==> src/rtl/ex_defs.sv <==
// Shared encodings for the ID/EX stage: opcode classes, ALU selects, memory ops
// and the decoded control bundle stored in each pipeline entry.
package ex_defs;

    localparam int CLS_W = 3;

    typedef enum logic [2:0] {
        CLS_NOP   = 3'd0,
        CLS_LOGIC = 3'd1,
        CLS_SHIFT = 3'd2,
        CLS_ARITH = 3'd3,
        CLS_MOVE  = 3'd4,
        CLS_LOAD  = 3'd5,
        CLS_STORE = 3'd6,
        CLS_JUMP  = 3'd7
    } cls_e;

    typedef enum logic [2:0] {
        ALU_NOP   = 3'd0,
        ALU_LOGIC = 3'd1,
        ALU_SHIFT = 3'd2,
        ALU_ARITH = 3'd3,
        ALU_MOVE  = 3'd4
    } alusel_e;

    typedef enum logic [2:0] {
        MEM_NOP       = 3'd0,
        MEM_WRITE_REG = 3'd1,
        MEM_LOAD      = 3'd2,
        MEM_STORE     = 3'd3
    } memop_e;

    typedef struct packed {
        alusel_e alusel;
        memop_e  memop;
        logic    write_enable;
    } dec_ctrl_t;

endpackage

==> src/rtl/ex_op_decode.sv <==
// Combinational class decode: opcode class field to ALU select, memory op and
// write enable, with writes to register 0 suppressed.
import ex_defs::*;

module ex_op_decode #(
    parameter int HIGH_W     = 3,
    parameter int REG_ADDR_W = 5
) (
    input  logic [HIGH_W-1:0]     cls,
    input  logic [REG_ADDR_W-1:0] dest,
    output dec_ctrl_t             ctrl
);

    always_comb begin
        ctrl = '{alusel: ALU_NOP, memop: MEM_NOP, write_enable: 1'b0};
        // A wider class field with any bit set above the known codes is unknown.
        if ((cls >> CLS_W) == '0) begin
            case (cls_e'(cls[CLS_W-1:0]))
                CLS_LOGIC: ctrl = '{alusel: ALU_LOGIC, memop: MEM_WRITE_REG, write_enable: 1'b1};
                CLS_SHIFT: ctrl = '{alusel: ALU_SHIFT, memop: MEM_WRITE_REG, write_enable: 1'b1};
                CLS_ARITH: ctrl = '{alusel: ALU_ARITH, memop: MEM_WRITE_REG, write_enable: 1'b1};
                CLS_MOVE:  ctrl = '{alusel: ALU_MOVE,  memop: MEM_WRITE_REG, write_enable: 1'b1};
                CLS_LOAD:  ctrl = '{alusel: ALU_ARITH, memop: MEM_LOAD,      write_enable: 1'b1};
                CLS_STORE: ctrl = '{alusel: ALU_ARITH, memop: MEM_STORE,     write_enable: 1'b0};
                default:   ctrl = '{alusel: ALU_NOP,   memop: MEM_NOP,       write_enable: 1'b0};
            endcase
        end
        if (dest == '0) begin
            ctrl.write_enable = 1'b0;
        end
    end

endmodule

==> src/rtl/id_ex_stage.sv <==
// ID/EX pipeline stage: main entry drives execute, skid entry absorbs one input
// while execute stalls, flush kills both entries and the incoming instruction.
import ex_defs::*;

module id_ex_stage #(
    parameter int WORD_W      = 32,
    parameter int REG_ADDR_W  = 5,
    parameter int EX_OP_W     = 8,
    parameter int EX_OP_HIGH_W = 3
) (
    input  logic                        clk,
    input  logic                        rst,
    input  logic                        flush,
    input  logic                        id_valid,
    output logic                        id_ready,
    input  logic [EX_OP_W-1:0]          id_exop,
    input  logic [WORD_W-1:0]           id_srcl,
    input  logic [WORD_W-1:0]           id_srcr,
    input  logic [WORD_W-1:0]           id_offset,
    input  logic [REG_ADDR_W-1:0]       id_dest,
    output logic                        ex_valid,
    input  logic                        ex_ready,
    output logic [2:0]                  ex_alusel,
    output logic [EX_OP_W-EX_OP_HIGH_W-1:0] ex_aluop,
    output logic [WORD_W-1:0]           ex_srcl,
    output logic [WORD_W-1:0]           ex_srcr,
    output logic [WORD_W-1:0]           ex_offset,
    output logic [2:0]                  ex_memop,
    output logic [REG_ADDR_W-1:0]       ex_dest,
    output logic                        ex_writeEnable
);

    localparam int LOW_W = EX_OP_W - EX_OP_HIGH_W;

    typedef struct packed {
        dec_ctrl_t               ctrl;
        logic [LOW_W-1:0]        aluop;
        logic [WORD_W-1:0]       srcl;
        logic [WORD_W-1:0]       srcr;
        logic [WORD_W-1:0]       offset;
        logic [REG_ADDR_W-1:0]   dest;
    } entry_t;

    dec_ctrl_t in_ctrl;
    entry_t    in_entry;
    entry_t    main_entry;
    entry_t    skid_entry;
    logic      main_valid;
    logic      skid_valid;
    logic      in_xfer;
    logic      main_free;

    ex_op_decode #(
        .HIGH_W     (EX_OP_HIGH_W),
        .REG_ADDR_W (REG_ADDR_W)
    ) u_decode (
        .cls  (id_exop[EX_OP_W-1 -: EX_OP_HIGH_W]),
        .dest (id_dest),
        .ctrl (in_ctrl)
    );

    always_comb begin
        in_entry        = '0;
        in_entry.ctrl   = in_ctrl;
        in_entry.aluop  = id_exop[LOW_W-1:0];
        in_entry.srcl   = id_srcl;
        in_entry.srcr   = id_srcr;
        in_entry.offset = id_offset;
        in_entry.dest   = id_dest;
    end

    // id_ready comes straight from the skid flop, so it never depends on ex_ready.
    assign id_ready  = !skid_valid;
    assign in_xfer   = id_valid && id_ready;
    assign main_free = !main_valid || ex_ready;

    always_ff @(posedge clk) begin
        if (rst) begin
            main_valid <= 1'b0;
            skid_valid <= 1'b0;
            main_entry <= '0;
            skid_entry <= '0;
        end else if (flush) begin
            main_valid <= 1'b0;
            skid_valid <= 1'b0;
        end else if (main_free) begin
            // While the skid is full id_ready is low, so no input can compete here.
            if (skid_valid) begin
                main_entry <= skid_entry;
                main_valid <= 1'b1;
                skid_valid <= 1'b0;
            end else begin
                main_valid <= in_xfer;
                if (in_xfer) begin
                    main_entry <= in_entry;
                end
            end
        end else if (in_xfer) begin
            skid_entry <= in_entry;
            skid_valid <= 1'b1;
        end
    end

    assign ex_valid       = main_valid;
    assign ex_alusel      = main_valid ? main_entry.ctrl.alusel : ALU_NOP;
    assign ex_memop       = main_valid ? main_entry.ctrl.memop  : MEM_NOP;
    assign ex_writeEnable = main_valid && main_entry.ctrl.write_enable;
    assign ex_aluop       = main_entry.aluop;
    assign ex_srcl        = main_entry.srcl;
    assign ex_srcr        = main_entry.srcr;
    assign ex_offset      = main_entry.offset;
    assign ex_dest        = main_entry.dest;

endmodule

==> config.mk <==
export PLATFORM = sky130hd
export DESIGN_NAME = id_ex_stage
export DESIGN_NICKNAME = d
export VERILOG_FILES = /design/src/rtl/ex_defs.sv /design/src/rtl/ex_op_decode.sv /design/src/rtl/id_ex_stage.sv
export SDC_FILE = /design/constraint.sdc
export NUM_CORES = 1
export LEC_CHECK = 0
export BUFFER_PORTS_ARGS = -buffer_cell sky130_fd_sc_hd__buf_2
export CORE_MARGIN = 5
export CORE_UTILIZATION = 35
export DETAILED_ROUTE_END_ITERATION = 16
export PLACE_DENSITY = 0.63
export SYNTH_ARGS = -nofsm -noshare
export SYNTH_HDL_FRONTEND = slang
export SYNTH_SLANG_ARGS = --single-unit
export TNS_END_PERCENT = 10
==> constraint.sdc <==
create_clock -name clk -period 1.9 [get_ports clk]
set_input_delay 0.19 -clock clk [delete_from_list [all_inputs] [get_ports clk]]
set_output_delay 0.19 -clock clk [all_outputs]
set_load 0.01 [all_outputs]
After elaboration in Yosys (flattened, before gate mapping)
Index checks and enable logic that the tools add are counted.
{"block": "word_totals", "regBits": 228, "inputBits": 114, "out_inout_bits": 115, "elab_cells": 44}
{"block": "op_classes", "eq_ne": 6, "n_mux": 7, "n_bitwise": 2, "reduce_logical": 11}
{"op": "113-bit two-way mux", "n": 2}
{"op": "7-bit case mux with 6 select lines", "n": 1}
{"op": "3-bit == test, second input constant", "n": 3}
{"op": "3-bit by 2-bit == test with 1-bit output, second input constant", "n": 2}
{"op": "3-bit two-way mux", "n": 2}
{"op": "3-bit AND reduction", "n": 2}
{"op": "5-bit zero test", "n": 1}
{"op": "3-bit by 1-bit == test with 1-bit output, second input constant", "n": 1}
{"op": "3-bit OR reduction", "n": 1}
{"op": "1-bit logical AND", "n": 2}
{"op": "1-bit zero test", "n": 2}
{"op": "1-bit two-way mux", "n": 2}
{"op": "1-bit NOT", "n": 2}
{"op": "2-bit nonzero test", "n": 1}
{"op": "2-bit OR reduction", "n": 1}
{"op": "1-bit logical OR", "n": 1}

Logic depth before layout (Yosys ltp)
Gate-level depths: netlist of run 1.
{"block": "logic_depth", "word_depth": 5, "depth_mapped": 6, "ltp_nobuf": 4}

By module
Synthesis of run 1 repeated with hierarchy kept, for this count alone.
{"block": "hier_totals", "hier_cells": 1145, "area_unflattened_um2": 11596.1}
{"module": "id_ex_stage", "instances": 1, "cells_each": 1130, "area_each_um2": 11481.0, "seq_area_each_um2": 4564.4}
{"module": "ex_op_decode", "instances": 1, "cells_each": 15, "area_each_um2": 115.1, "seq_area_each_um2": 0.0}

Worst setup path before layout of run 1
OpenSTA, ideal clock, no wires.
{"block": "synth_path", "kind": "flip-flop to flip-flop", "start": "register main_valid (netlist: ex_valid)", "end": "register skid_entry[10] (netlist bit)", "setup_ps": 132, "t_arrival_ps": 1357, "t_required_ps": 1768, "path_slack_ps": 411, "stages_incl_launch_ff": 7, "period_less_slack_ps": 1489, "cell_sequence": "dfxtp_1 -> nand2b_1 -> or3_1 -> buf_2 -> buf_2 -> nand2_1 -> a21oi_1"}
{"block": "synth_via", "elab_chain_len": 4}
{"element": "start: declaration", "line": "id_ex_stage.sv:48", "source": "logic main_valid;"}
{"element": "start signal: assignment", "line": "id_ex_stage.sv:93", "source": "main_valid <= in_xfer;"}
{"element": "1-bit zero test", "line": "id_ex_stage.sv:75", "source": "assign main_free = !main_valid || ex_ready;"}
{"element": "1-bit logical OR", "line": "id_ex_stage.sv:75"}
{"element": "1-bit NOT (no source line)"}
{"element": "3-bit AND reduction (no source line)"}
{"element": "end signal: assignment", "line": "id_ex_stage.sv:99", "source": "skid_entry <= in_entry;"}
{"element": "end: declaration", "line": "id_ex_stage.sv:47", "source": "entry_t skid_entry;"}
No other way between the ends.
A chain may end at the register's enable or synchronous reset.

Final worst setup path of run 1
{"block": "layout_path", "start": "register skid_valid", "end": "output id_ready"}
{"block": "layout_via", "elab_chain_len": 1}
{"element": "start: declaration", "line": "id_ex_stage.sv:49", "source": "logic skid_valid;"}
{"element": "start signal: assignment", "line": "id_ex_stage.sv:80", "source": "skid_valid <= 1'b0;"}
{"element": "start signal: assignment", "line": "id_ex_stage.sv:85", "source": "skid_valid <= 1'b0;"}
{"element": "start signal: assignment", "line": "id_ex_stage.sv:91", "source": "skid_valid <= 1'b0;"}
{"element": "1-bit zero test", "line": "id_ex_stage.sv:73", "source": "assign id_ready = !skid_valid;"}
{"element": "end: declaration", "line": "id_ex_stage.sv:15", "source": "output logic id_ready,"}
No other way between the ends.

==> results of run 1 <==
==> worst register-to-register path, cell delays in order, from the launching register on <==
cell and delay (ps):
dfxtp_2 370, and2b_1 230, nor3_4 250, buf_4 190, buf_12 210, nor2_1 90, a211oi_1 240
==> Yosys cell counts <==
cell	count
a211o_1	2
a211oi_1	113
a21oi_1	114
a31oi_1	1
and2_1	8
and2b_1	1
buf_1	1
buf_2	40
buf_4	116
clkbuf_1	36
clkbuf_4	2
clkinv_1	1
conb_1	1
dfxtp_1	226
mux2i_1	107
nand2_1	221
nand2b_1	2
nand3_1	3
nor2_1	117
nor3_1	2
nor3_2	2
nor4_1	4
or3_1	2
xnor2_1	1
xor2_1	2
==> cell type report <==
type / count / area, um2
Timing Repair Buffer: 360 / 2660
Fill cell: 2711 / 15100
Clock inverter: 6 / 57.6
Antenna cell: 2 / 5.00
Tap cell: 378 / 473
Clock buffer: 38 / 768
Multi-Input combinational cell: 703 / 3980
Inverter: 1 / 6.26
Sequential cell: 226 / 4530
==> flip-flops by register name, indices dropped and copies added (netlist names) <==
name and cells:
skid_entry 112, skid_valid 1, ex_valid 1, ex_srcr 32, ex_dest 5, ex_aluop 5
ex_offset 32, ex_srcl 32, main_entry 6
==> cell families after synthesis <==
family                 share of synthesized area (%)
other                                         0.0386
AND/OR/NAND/NOR                                 14.6
XOR/XNOR                                       0.270
flip-flops                                      46.6
buffers and inverters                           12.6
AO/OA/AOI/OAI                                   14.8
multiplexers                                    11.0
==> per-layer routing <==
layer / vias to the layer above / routed length, um / GRT usage, %
met5: - / 7 / 0
met4: 2 / 376 / 3.87
met3: 32 / 1630 / 3.44
met2: 200 / 11900 / 26.6
met1: 3677 / 10700 / 19.0
li1: 4100 / - / -
==> metrics by stage <==
stage | hold slack (ps) | setup WS [ps] | instance area [um2]
CTS | 26.0 | 15.2 | 12500
floorplan | 326 | 411 | 9720
detailed placement | 444 | 31.7 | 10500
finish | 40.5 | 200 | 12500
global route | 36.7 | 66.3 | 12500
global placement | 437 | 19.2 | 10500
==> where the power goes <==
part           internal [W]  switching [W]
Clock               0.00291        0.00191
Sequential          0.00493      0.0000957
Combinational      0.000579       0.000597
==> timing repair <==
action | CTS | global route
cloned | 1 | 0
hold buffers | 108 | 0
hold endpoints to repair | 117 | 0
pin swaps | 0 | 1
endpoints found under the setup margin | 1 | 12
buffers inserted | 0 | 1
resized for setup | 2 | 3
==> worst max-delay path by stage <==
stage | startpoint | endpoint | slack, ps | depth (start not counted)
floorplan | ex_valid$_SDFFE_PP0P_ | skid_entry[10]$_SDFFE_PP0P_ | 410 | 6
global placement | skid_valid$_SDFFE_PP0P_ | main_entry[106]$_SDFFE_PP0P_ | 20 | 4
detailed placement | skid_valid$_SDFFE_PP0P_ | main_entry[110]$_SDFFE_PP0P_ | 30 | 4
CTS | skid_valid$_SDFFE_PP0P_ | id_ready | 20 | 3
global route | ex_valid$_SDFFE_PP0P_ | ex_srcr[25]$_SDFFE_PP0P_ | 70 | 6
finish | skid_valid$_SDFFE_PP0P_ | id_ready | 200 | 3
==> flow_summary.toml, run 1 <==
[run_status]
status = "finished, final reports clean"

[pwr]
power.total_w = 0.0110
power.density_nw_per_um2 = 882
p_leak_nw = 4.71
vdd_drop_max_uv = 756

[place]
hpwl_mm = 15.0
port-buffer-count = 227
dp.cells = 1558
finalWeightedCongestion = 0.739

[timing]
worstMarginPinSlew_ps = 535
period_needed_ps = 1700
fin_skew_ps = 10.6
tns_ps = 0
max_freq_mhz = 588
finalHoldViolCount = 0
period_share_pct = 89.5
slew_viol_final = 0
maxSlewHeadroom_pct = 64.4
setup_viol = 0
rsz0062_at_grt = "no"

[setup_path]
end_kind = "primary output"
regToRegEndpoint = "ex_srcl[13]$_SDFFE_PP0P_"
rrSetupSlack_ps = 210
required_ps = 1710
critPathTopFamily = "buffers and inverters"
timing.rr.start = "ex_valid$_SDFFE_PP0P_"
crit_slowest_cell = "dfxtp_4"
critPathMaxFanout = 40
cp_slowest_stage_delay_ps = 410
cp.arrival_ps = 1510
rr_worst_depth = 6
path_buf_inv = 3
worstSetupPathType = "reg2out"
path_cells = "buf_16 -> inv_4 -> buf_2"
cp-start-kind = "flip-flop"

[flow_run]
drv_cap = 0

[detailed_routing]
via_per_inst = 4.67
post_drt_wl_per_cell_um = 14.4
drt_iter0_markers = 356
route.detailed.drc = 0
wirelength_mm = 24.7
ant_nets = 0
via_count = 8011
dr.pass1.iters = 4

[logic_synthesis]
synth.avg_cell_area_um2 = 8.64
syn_nets = 1239
synth_area_um2 = 9720
synth_top_area_share_pct = 46.6
netlist_instances = 1125
synthesis.yosys.warnings = 0
ys_seq_area_share_pct = 46.6
synthTopCellsByArea = "dfxtp_1 (47%), mux2i_1 (11%), buf_4 (9.0%), a211oi_1 (8.7%), nand2_1 (8.5%)"
ys_ff_latch = 226
synth_cell_types = 25
synth.largest_area_cell = "dfxtp_1"

[cts]
cts_tree = "done"
htree_levels = 1
cts-root-buf = "clkbuf_16"
cts_sinks = 226
insertion_delay_ps = 520
numCtsBuffers = 26
cts_buffer_depth = 3
cts.clk_slew.worst_paths_ps = 60

[floorplan]
fp.coreArea_um2 = 27600
fp.dieH_um = 177
dieArea_um2 = 31200
io_pins = 229
die_w_um = 177
rows = 61
start_util_pct = 35.2

[layout]
syn_to_final_growth_pct = 28.5
fin_util_pct = 45.2
finalNetCount = 1432
layout_commonest_cell = "buf_2"
fin_cells = 1714
final_cell_mix = "buf_2 (226), dfxtp_1 (224), nand2_1 (221)"
drive_gt1_share_pct = 22.1

[global_route]
grt-ovfl-total = 0
grt_pass1_vias = 7703
grt_max_degree = 70
grt_pass1_wl_mm = 39.3
grtUsageTotal_pct = 15.2
antenna_found_initial = 3

[min_path]
hold_path_end = "skid_entry[30]$_SDFFE_PP0P_"
holdCritStartpoint = "rst"
hp-class = "in2reg"
hold_depth = 2
No activity file was read; power rests on OpenSTA's default activity.
==> inputs of run 2 (changes only) <==
- CORE_UTILIZATION: 35 -> 50
- PLACE_DENSITY: 0.63 -> 0.82
==> run 2 against run 1 <==
Net effect: maximum frequency down 3.1%; global-route usage up 5.5 points; final cell count down 6.9%; critical path type is now reg2reg; largest power group unchanged; highest routed layer unchanged.
==> flow_summary.toml, run 2 (same netlist as run 1, synthesis figures left out) <==
[detailed_routing]
ant_nets = 0
dr.pass1.iters = 4
post_drt_wl_per_cell_um = 16.0
drt_iter0_markers = 324
wirelength_mm = 25.5
route.detailed.drc = 0
via_per_inst = 5.24
via_count = 8362

[timing]
rsz0062_at_grt = "no"
tns_ps = 0
finalHoldViolCount = 0
setup_viol = 0
period_needed_ps = 1750
fin_skew_ps = 9.06
maxSlewHeadroom_pct = 53.9
holdWs_ps = 34.0
period_share_pct = 92.4
max_freq_mhz = 570
slew_viol_final = 0
fin_ws_ps = 145
worstMarginPinSlew_ps = 692

[layout]
layout_commonest_cell = "buf_2"
syn_to_final_growth_pct = 24.9
largest_reg_flops = 112
largest_register = "skid_entry"
num-fill-cells = 1514
finalNetCount = 1425
final_cell_mix = "buf_2 (226), dfxtp_1 (224), nand2_1 (221)"
final-seq-area_um2 = 4530
drive_gt1_share_pct = 21.9
multi_input_area_um2 = 3980

[cts]
cts.clk_slew.worst_paths_ps = 70
numCtsBuffers = 23
cts_sinks = 226
insertion_delay_ps = 500
cts_tree = "done"
cts_buffer_depth = 3
htree_levels = 1
cts-root-buf = "clkbuf_16"

[setup_path]
critPathMaxFanout = 54
regToRegEndpoint = "ex_srcl[26]$_SDFFE_PP0P_"
required_ps = 2320
end_kind = "flip-flop"
worstSetupPathType = "reg2reg"
critPathCapture = "ex_srcl[26]$_SDFFE_PP0P_"
crit_start = "ex_valid$_SDFFE_PP0P_"
timing.rr.start = "ex_valid$_SDFFE_PP0P_"
cp-start-kind = "flip-flop"
rrSetupSlack_ps = 150
cp.arrival_ps = 2170
rr_worst_depth = 6

[floorplan]
fp.coreArea_um2 = 19300
rows = 51
dieArea_um2 = 22300
start_util_pct = 50.4
io_pins = 229
die_w_um = 149
fp.dieH_um = 149

[global_route]
grt-ovfl-total = 0
grt_pass1_vias = 8143
antenna_found_initial = 3
grt_pass1_wl_mm = 38.8
grt_max_degree = 111
grtUsageTotal_pct = 20.7

[place]
dp_slack_ps = 82.7
finalWeightedCongestion = 0.755
port-buffer-count = 227
hpwl_mm = 14.3

[pwr]
clkPwrFrac_pct = 42.3
power.density_nw_per_um2 = 886
p_sw_share_pct = 24.0
vdd_drop_max_uv = 718
combPwrFrac_pct = 10.9
p_int_w = 0.00818
power.share.sequential_pct = 46.8
p_switching_w = 0.00258
p_leak_nw = 4.63

[run_status]
status = "finished, final reports clean"

[flow_run]
drv_cap = 0

[min_path]
hp-class = "in2reg"
[run 2: changes by cell type in the layout (fill, tap and decap cells not counted), sizes merged]
cell / delta
clkinv: -2
clkinvlp: +1
bufbuf: -1
inv: +1
buf: -5
dlygate4sd3: -1
clkbuf: +1
[run 2: how the worst min path moves through the flow]
| stage | start | end | slack [ps] | depth (start not counted) |
|---|---|---|---|---|
| detailed placement | main_entry[111]$_SDFFE_PP0P_ | main_entry[111]$_SDFFE_PP0P_ | 440 | 2 |
| floorplan | id_dest[0] | skid_entry[0]$_SDFFE_PP0P_ | 330 | 2 |
| finish | flush | ex_valid$_SDFFE_PP0P_ | 30 | 2 |
| global placement | main_entry[111]$_SDFFE_PP0P_ | main_entry[111]$_SDFFE_PP0P_ | 440 | 2 |
| global route | flush | skid_valid$_SDFFE_PP0P_ | 30 | 2 |
| CTS | flush | ex_valid$_SDFFE_PP0P_ | 9 | 2 |
[run 2: critical path, stage by stage (launching register included)]
cell and delay (ps):
dfxtp_2 370, and2b_1 230, nor3_4 220, buf_4 170, clkbuf_8 370, nor2_1 70, a211oi_1 200
[run 2: final cells by class]
| class | instances | share of cell area, % |
|---|---|---|
| clock inverter | 6 | 0.557 |
| tap | 265 | 2.73 |
| clock buffer | 36 | 5.80 |
| antenna | 2 | 0.0412 |
| timing repair buffer | 356 | 20.7 |
| multi-input combinational | 703 | 32.8 |
| sequential | 226 | 37.3 |
| inverter | 1 | 0.0309 |
[run 2: repair_timing]
| item | in CTS | in global routing |
|---|---|---|
| endpoints found under the setup margin | 0 | 40 |
| gates resized for setup | 0 | 4 |
| hold endpoints to repair | 108 | 0 |
| buffers inserted | 0 | 3 |
| hold buffers | 107 | 0 |
[run 2: layer usage]
metal / global-route usage, % / up-vias / wire length, um
met2: 37.1 / 299 / 12600
met4: 9.02 / 2 / 954
li1: - / 4070 / -
met5: 0 / - / 13
met3: 4.09 / 68 / 1770
met1: 24.1 / 3923 / 10100
[run 2: through the flow]
stage / instance area, um2 / std cells / utilization (%) / total power [W]
2_1_floorplan: 9720 / 1125 / - / 0.00586
3_3_place_gp: 10200 / 1439 / 53.1 / 0.00606
3_5_place_dp: 10200 / 1439 / 53.1 / 0.00609
4_1_cts: 12100 / 1588 / 62.6 / 0.0108
5_1_grt: 12100 / 1595 / 63.0 / 0.0112
6_report: 12100 / 1595 / 63.0 / 0.0108
[run 2: power groups by stage]
stage / Clock (W) / Sequential [W] / Combinational, W
global placement: 0 / 0.00512 / 0.000938
detailed placement: 0 / 0.00513 / 0.000961
finish: 0.00455 / 0.00503 / 0.00117
global route: 0.00484 / 0.00504 / 0.00128
floorplan: 0 / 0.00510 / 0.000758
CTS: 0.00464 / 0.00502 / 0.00113
==> inputs of run 3 (changes only) <==
- PLACE_DENSITY: 0.82 -> 0.83
==> run 3 against run 2 <==
Net effect: die area is the same; non-clock buffer count fell by 1; first-iteration DRC count increased by 21%; clock-buffer cell count increased by 1; routed wire length decreased by 2.3%; sequential share of layout area down 0.28 points; sequential power hardly changed; clock power is 4% higher; critical path type unchanged.
==> flow_summary.toml, run 3 (same netlist as run 1, synthesis figures left out) <==
[run_status]
status = "finished, final reports clean"

[setup_path]
crit_slowest_cell = "dfxtp_1"
end_kind = "flip-flop"
critPathMaxFanout = 27
path_buf_inv = 2
worstSetupPathType = "reg2reg"
required_ps = 2300
cp.arrival_ps = 2230
cp-start-kind = "flip-flop"
worstSetupPathDepth = 6
critPathTopFamily = "simple AND/OR/NAND/NOR gates"
cp_slowest_stage_delay_ps = 390
rr_worst_depth = 6
path_cells = "and2b_1 -> nor3_4 -> buf_12 -> buf_4 -> nor2_1 -> a211oi_1"

[flow_run]
drv_cap = 0

[cts]
cts_sinks = 226
numCtsBuffers = 24
htree_levels = 1
cts_buffer_depth = 3
cts_tree = "done"
cts.clk_slew.worst_paths_ps = 60
cts-root-buf = "clkbuf_16"
insertion_delay_ps = 500

[timing]
max_freq_mhz = 545
rsz0062_at_grt = "yes"
holdWs_ps = 78.6
fin_skew_ps = 8.06
fin_ws_ps = 65.2
period_needed_ps = 1830
period_share_pct = 96.6
finalHoldViolCount = 0
slew_viol_final = 0
setup_viol = 0

[pwr]
p_leak_nw = 4.67
vdd_drop_max_uv = 589
p_switching_w = 0.00257
clkPwrFrac_pct = 43.4
combPwrFrac_pct = 10.7
power.total_w = 0.0109
p_int_w = 0.00837
power.density_nw_per_um2 = 895
power.share.sequential_pct = 45.9
p_sw_share_pct = 23.5

[detailed_routing]
post_drt_wl_per_cell_um = 15.6
via_per_inst = 5.15
drt_iter0_markers = 393
via_count = 8224
route.detailed.drc = 0
wirelength_mm = 24.9
dr.pass1.iters = 5
ant_nets = 0

[global_route]
grt_max_degree = 101
grtUsageTotal_pct = 21.4
grt-ovfl-total = 0
grt_pass1_vias = 8082
grt_pass1_wl_mm = 39.7
antenna_found_initial = 4

[layout]
drive_gt1_share_pct = 21.7
final_cell_mix = "buf_2 (226), dfxtp_1 (225), nand2_1 (221)"
syn_to_final_growth_pct = 25.8
layout_commonest_cell = "buf_2"
finalNetCount = 1425
num-fill-cells = 1485
largest_register = "skid_entry"
largest_reg_flops = 112

[floorplan]
die_w_um = 149
rows = 51
io_pins = 229
fp.coreArea_um2 = 19300
fp.dieH_um = 149
dieArea_um2 = 22300
start_util_pct = 50.4

[min_path]
hold_depth = 2
hp-class = "in2reg"

[place]
hpwl_mm = 14.3
port-buffer-count = 227
finalWeightedCongestion = 0.776
dp_slack_ps = 105
==> run 3: cell types whose count changed in the layout (fill, tap and decap cells not counted), sizes merged <==
| cell | delta |
|---|---|
| clkinvlp | -2 |
| clkinv | +3 |
| inv | -1 |
| bufbuf | +1 |
| diode | +1 |
| bufinv | +1 |
| clkbuf | -2 |
| dlygate4sd3 | +1 |
==> run 3: power groups by stage <==
stage               logic [W]  clock network [W]  registers [W]
floorplan            0.000758                  0        0.00510
global placement     0.000950                  0        0.00512
detailed placement   0.000969                  0        0.00512
CTS                   0.00115            0.00484        0.00502
global route          0.00128            0.00504        0.00504
finish                0.00117            0.00474        0.00502
==> run 3: cell type report <==
type / count / area, um2 / share of cell area (%)
Sequential cell: 226 / 4530 / 37.0
Inverter: 1 / 5.00 / 0.0409
Timing Repair Buffer: 355 / 2560 / 20.9
Antenna cell: 3 / 7.51 / 0.0614
Clock buffer: 37 / 721 / 5.90
Clock inverter: 7 / 91.3 / 0.747
Multi-Input combinational cell: 703 / 3980 / 32.6
Tap cell: 265 / 332 / 2.71
==> run 3: path summary, 6_finish.rpt <==
| path | end | slack (ps) | from |
|---|---|---|---|
| setup / recovery | ex_srcr[5]$_SDFFE_PP0P_ | 70 | ex_valid$_SDFFE_PP0P_ |
| hold / removal | skid_entry[5]$_SDFFE_PP0P_ | 80 | rst |
| setup reg to reg | ex_srcr[5]$_SDFFE_PP0P_ | 70 | ex_valid$_SDFFE_PP0P_ |
| hold reg to reg | skid_entry[72]$_SDFFE_PP0P_ | 450 | skid_entry[72]$_SDFFE_PP0P_ |
==> run 3: stage by stage <==
step	TNS (ps)	instances	cell area [um2]	util (%)
6_report	0	1597	12200	63.4
5_1_grt	-13.3	1597	12200	63.4
4_1_cts	0	1594	12200	63.4
3_5_place_dp	0	1441	10300	53.4
3_3_place_gp	0	1441	10300	53.4
2_1_floorplan	0	1125	9720	-
==> run 3: metal layers <==
| layer | vias up | global-route usage (%) | wire length (um) |
|---|---|---|---|
| li1 | 4080 | - | - |
| met1 | 3772 | 26.2 | 9780 |
| met2 | 297 | 36.8 | 12300 |
| met3 | 73 | 4.24 | 1760 |
| met4 | 2 | 9.24 | 1050 |
| met5 | - | 0 | 7 |
==> run 3: worst reg2reg max path: cells and delay by family, from the launching register on <==
kind / cells / cell delay (ps)
flops: 1 / 390
compound gates: 1 / 310
buf+inv: 2 / 460
simple gates: 3 / 580
==> run 3: what timing repair did <==
action | in CTS | in global routing
hold buffers | 108 | 0
buffers inserted | 0 | 0
cloned | 1 | 0
endpoints found under the hold margin | 109 | 0
pin swaps | 0 | 1
resized for setup | 2 | 0
setup endpoints to repair | 1 | 21
